==> config.mk <==
export PLATFORM = sky130hd
export DESIGN_NAME = ase_rsp_reorder_buffer
export DESIGN_NICKNAME = d
export VERILOG_FILES = /design/src/rtl/ase_rsp_reorder_buffer.sv
export SDC_FILE = /design/constraint.sdc
export NUM_CORES = 2
export LEC_CHECK = 0
export CORE_MARGIN = 4
export CORE_UTILIZATION = 30
export CTS_CLUSTER_SIZE = 25
export DETAILED_ROUTE_END_ITERATION = 12
export GPL_TIMING_DRIVEN = 0
export MAX_ROUTING_LAYER = met4
export PLACE_DENSITY_LB_ADDON = 0.1
export SLEW_MARGIN = 20
export SYNTH_ARGS = -nofsm -noshare
export SYNTH_HDL_FRONTEND = slang
export SYNTH_SLANG_ARGS = --single-unit
==> constraint.sdc <==
create_clock -name clk -period 21.5 [get_ports clk]
set_clock_uncertainty 0.15 [all_clocks]
set_input_delay 4.3 -clock clk [delete_from_list [all_inputs] [get_ports clk]]
set_output_delay 4.3 -clock clk [all_outputs]
set_load 0.01 [all_outputs]
==> src/rtl/ase_rsp_reorder_buffer.sv <==
// Response reorder buffer: hands out sequential tags, captures tagged responses
// in any order and releases them to the consumer strictly in allocation order.
module ase_rsp_reorder_buffer #(
    parameter int NUM_TAGS   = 16,
    parameter int TAG_WIDTH  = 4,
    parameter int HDR_WIDTH  = 80,
    parameter int DATA_WIDTH = 64
) (
    input  logic                  clk,
    input  logic                  rst,
    input  logic                  alloc_req,
    output logic                  alloc_gnt,
    output logic [TAG_WIDTH-1:0]  alloc_tag,
    input  logic                  rsp_valid,
    input  logic [TAG_WIDTH-1:0]  rsp_tag,
    input  logic [HDR_WIDTH-1:0]  rsp_hdr,
    input  logic [DATA_WIDTH-1:0] rsp_data,
    output logic                  out_valid,
    input  logic                  out_ready,
    output logic [HDR_WIDTH-1:0]  out_hdr,
    output logic [DATA_WIDTH-1:0] out_data,
    output logic [TAG_WIDTH:0]    outstanding,
    output logic                  full,
    output logic                  empty,
    output logic                  err_unalloc,
    output logic                  err_dup
);

    localparam logic [TAG_WIDTH:0] FULL_CNT = (TAG_WIDTH + 1)'(NUM_TAGS);
    localparam logic [TAG_WIDTH:0] PTR_ONE  = (TAG_WIDTH + 1)'(1);

    logic [TAG_WIDTH:0]    head_q, head_d;
    logic [TAG_WIDTH:0]    tail_q, tail_d;
    logic [NUM_TAGS-1:0]   filled_q, filled_d;
    logic                  err_unalloc_q, err_unalloc_d;
    logic                  err_dup_q, err_dup_d;
    logic [HDR_WIDTH-1:0]  hdr_mem_q [NUM_TAGS];
    logic [DATA_WIDTH-1:0] data_mem_q [NUM_TAGS];

    logic [TAG_WIDTH-1:0]  head_idx;
    logic [TAG_WIDTH-1:0]  rsp_rel;
    logic                  in_flight;
    logic                  rsp_accept;
    logic                  pop;

    assign head_idx    = head_q[TAG_WIDTH-1:0];
    assign outstanding = tail_q - head_q;
    assign full        = (outstanding == FULL_CNT);
    assign empty       = (outstanding == '0);

    assign alloc_gnt   = alloc_req & ~full & ~rst;
    assign alloc_tag   = tail_q[TAG_WIDTH-1:0];

    assign out_valid   = ~empty & filled_q[head_idx];
    assign out_hdr     = hdr_mem_q[head_idx];
    assign out_data    = data_mem_q[head_idx];
    assign pop         = out_valid & out_ready;

    // Distance from head decides in-flight; uses pre-edge occupancy, so a tag
    // allocated this same cycle is not yet in flight.
    assign rsp_rel     = rsp_tag - head_idx;
    assign in_flight   = ({1'b0, rsp_rel} < outstanding);
    assign rsp_accept  = rsp_valid & in_flight & ~filled_q[rsp_tag];

    assign err_unalloc = err_unalloc_q;
    assign err_dup     = err_dup_q;

    always_comb begin
        head_d        = head_q;
        tail_d        = tail_q;
        filled_d      = filled_q;
        err_unalloc_d = err_unalloc_q;
        err_dup_d     = err_dup_q;

        if (alloc_gnt) begin
            tail_d = tail_q + PTR_ONE;
        end
        if (pop) begin
            head_d             = head_q + PTR_ONE;
            filled_d[head_idx] = 1'b0;
        end
        // An accepted slot is never the popped slot: accept needs filled=0, pop needs filled=1.
        if (rsp_accept) begin
            filled_d[rsp_tag] = 1'b1;
        end
        if (rsp_valid & ~in_flight) begin
            err_unalloc_d = 1'b1;
        end
        if (rsp_valid & in_flight & filled_q[rsp_tag]) begin
            err_dup_d = 1'b1;
        end
    end

    always_ff @(posedge clk) begin
        if (rst) begin
            head_q        <= '0;
            tail_q        <= '0;
            filled_q      <= '0;
            err_unalloc_q <= 1'b0;
            err_dup_q     <= 1'b0;
        end else begin
            head_q        <= head_d;
            tail_q        <= tail_d;
            filled_q      <= filled_d;
            err_unalloc_q <= err_unalloc_d;
            err_dup_q     <= err_dup_d;
        end
    end

    always_ff @(posedge clk) begin
        if (rsp_accept) begin
            hdr_mem_q[rsp_tag]  <= rsp_hdr;
            data_mem_q[rsp_tag] <= rsp_data;
        end
    end

endmodule

==> flow_metrics.tcl <==
set metrics [dict create \
    rsz0062_at_grt "no" \
    grt_pass1_vias 43753 \
    ant_nets 0 \
    clk_pin_slew_worst_paths_ps 60 \
    clk_path_buf_depth 4 \
    avgSynthCellArea_um2 25.2 \
    slew_violations 0 \
    cts.sinks 2336 \
    fin_nets 4514 \
    clock_latency_ps 800 \
    seq_area_um2 69800 \
    whs_ps 298 \
    cts_inserted_buffers 269 \
    die_h_um 551 \
    cp_num_cells 4 \
    total_power_mw 9.60 \
    clockRootBuffer "clkbuf_16" \
    core_um2 292000 \
    syn_to_final_growth_pct 23.4 \
    postCtsSetupBuffers 0 \
    ff2ff_path_depth 18 \
    synthesis.nets 3673 \
    min_path_type "reg -> reg" \
    cp-start-kind "input port" \
    path_cells "clkbuf_1 > clkbuf_1 > nor3_1 > clkdlybuf4s50_1" \
    power_density_nw_per_um2 88.0 \
    h-tree-depth 5 \
    reg2reg_to "hdr_mem_q[1][2]" \
    critPathCaptureType "output pin" \
    via_count 41444 \
    cp.buffers_inverters 3 \
    finalCritPeriodShare_pct 48.0 \
    cts_tree "built" \
    slowest_delay_ps 530 \
    die_w_um 551 \
    fill_cells 26342 \
    dpl.hpwl_mm 174 \
    hold_viol_final 0 \
    grt_max_degree 17 \
    crit_arrival_ps 5880 \
    syn-cell-area_um2 88400 \
    start_util_pct 30.2 \
    cap_violations 0 \
    grt_usage_pct 17.5 \
    wirelength_mm 261 \
    tightest_slew_ps 1200 \
    die-area_um2 303000 \
    ctsResizeCount 0 \
    r2r-start "head_q[1]" \
    total_leakage_power_nw 32.9 \
    cp_top_family "buffers and inverters" \
    worstSetupPathType "in -> out" \
    setup.worst_path.end "alloc_gnt" \
    status "finished, final reports clean" \
    first_iter_violations 3549 \
    gp_congestion 0.699 \
    path_common_cell "clkbuf_1" \
    dominantRegCellSynth "edfxtp_1" \
    async_reset_ff_share_pct 0 \
    period_minus_slack_ps 10330 \
    io_buffers 310 \
    cpMaxStageDelayCell "clkbuf_1" \
    setup_tns_ps 0 \
    ys_ff_latch 2336 \
    setup_violations 0 \
    ys_warn_count 0 \
    ys_types 46 \
    avgViaCountPerCell 4.89 \
    crit_start "rst" \
    wl_per_cell_um 30.8 \
    drive_gt1_share_pct 31.5 \
    required_ps 17050 \
    io_pins 312 \
    multi_input_area_um2 17800 \
    ctsHoldBuffers 0 \
    drc 0 \
    rows 198 \
    grt_pass1_wl_mm 360 \
    synth-seq-area-share_pct 79.0 \
    vdd_drop_max_mv 0.0524 \
    synthCells 3503 \
    antenna_found_initial 61 \
    reg2reg_setup_slack_ps 15850 \
    cp_max_fo 10 \
    synth_edf_count 2304 \
    grt_overflow_total 0 \
    drtPass1Iterations 5 \
    maxSlewHeadroom_pct 19.7 \
    max_freq_ghz 0.0968 \
]
==> through the flow <==
stage | cell area [µm²] | std cells | util (%) | worst slack, ps
CTS | 109000 | 8435 | 37.3 | 11160
floorplan | 88400 | 3503 | - | 4730
global placement | 96300 | 7713 | 33.0 | -13930
finish | 109000 | 8467 | 37.3 | 11170
detailed placement | 101000 | 7973 | 34.5 | 11160
global route | 109000 | 8464 | 37.3 | 11030
==> power by group <==
part / leakage [nW] / internal (mW) / total [mW] / switching [mW]
Combinational: 7.93 / 0.0759 / 0.208 / 0.132
Sequential: 21.0 / 5.05 / 5.06 / 0.00817
Clock: 3.98 / 2.53 / 4.33 / 1.81
==> area by class of cell <==
class | count | area share (%)
clock inverters | 120 | 0.943
clock buffers | 342 | 6.58
flip-flops and latches | 2336 | 64.0
repair buffers | 570 | 6.72
diodes | 32 | 0.0734
plain buffers | 185 | 0.769
well taps | 3900 | 4.47
multi-input cells | 962 | 16.3
inverters | 20 | 0.0688
==> worst min-delay path, delay by kind of cell, from the launching register on <==
kind / cells / cell delay, ps
AO/OA/AOI/OAI: 1 / 50
flip-flops: 1 / 310
buffers and inverters: 1 / 50
==> Yosys cell counts, types with 3 or more instances <==
| library cell | count | area [µm²] |
|---|---|---|
| a211oi_1 | 25 | 188 |
| a21oi_1 | 34 | 170 |
| buf_1 | 47 | 176 |
| buf_2 | 27 | 135 |
| buf_4 | 5 | 37.5 |
| clkbuf_1 | 105 | 394 |
| dfxtp_1 | 32 | 641 |
| edfxtp_1 | 2304 | 69200 |
| ha_1 | 15 | 188 |
| inv_1 | 20 | 75.1 |
| mux2_2 | 4 | 45.0 |
| mux2i_1 | 24 | 240 |
| mux4_2 | 705 | 15900 |
| nand2_1 | 8 | 30.0 |
| nand2b_1 | 7 | 43.8 |
| nand3_1 | 6 | 30.0 |
| nand3b_1 | 3 | 22.5 |
| nand4_1 | 4 | 25.0 |
| nor2_1 | 21 | 78.8 |
| nor2b_1 | 26 | 163 |
| nor3_1 | 8 | 40.0 |
| o21ai_0 | 5 | 25.0 |
| o22ai_1 | 15 | 93.8 |
| o31ai_1 | 17 | 128 |
| or3_1 | 4 | 25.0 |
| xnor2_1 | 4 | 35.0 |
==> worst min-delay path by stage <==
stage | start | endpoint | slack (ps) | depth (start not counted)
global placement | err_dup | err_dup | 300 | 2
finish | err_dup | err_dup | 300 | 2
global route | err_dup | err_dup | 330 | 2
CTS | err_dup | err_dup | 300 | 2
detailed placement | err_dup | err_dup | 290 | 2
floorplan | filled_q[11] | filled_q[11] | 310 | 2
==> cells in the final DEF, fill, tap and decap left out, types with 5 or more instances in the layout <==
cell,Yosys,final
mux2i_1,24,24
nand2_1,8,8
nand2b_1,7,7
buf_6,0,23
nor2_1,21,9
buf_2,27,67
nor2_4,0,12
clkinv_8,0,6
mux4_2,705,705
inv_6,0,7
o31ai_1,17,17
a21oi_1,34,34
clkbuf_16,0,277
buf_12,0,92
buf_4,5,98
nor2b_1,26,26
clkinv_2,0,25
ha_1,15,15
clkinv_1,0,62
inv_1,20,20
bufinv_16,0,14
nand3_1,6,6
a211oi_1,25,25
buf_16,0,52
o22ai_1,15,15
edfxtp_1,2304,2304
buf_1,47,6
o21ai_0,5,5
clkdlybuf4s50_1,0,310
clkbuf_2,1,33
clkbuf_1,105,139
diode_2,0,32
dfxtp_1,32,32
==> cells by family after synthesis <==
kind of cell / share of synthesized area (%)
flops: 79.0
mux: 18.3
buf+inv: 0.932
compound gates: 0.843
simple gates: 0.583
fa+ha+maj: 0.258
xor+xnor: 0.0595
==> sequential cells by signal, summed over array words and instances, names as in the netlist, named ones only <==
| name | cells |
|---|---|
| tail_q | 5 |
| err_unalloc | 1 |
| head_q | 5 |
| data_mem_q | 1024 |
| hdr_mem_q | 1280 |
| err_dup | 1 |
| filled_q | 16 |
==> per-layer routing <==
metal  routed length (µm)  global-route usage [%]  up-vias  share of wire (%)
li1                     -                       -    17092                  -
met1               113000                    23.0    22818                 43
met2               127000                    28.0     1124                 49
met3                14100                    3.56      410                5.4
met4                 7120                    4.52        0                2.7
met5                    0                       -        -                  0
Power figures use the tool's default switching activity.
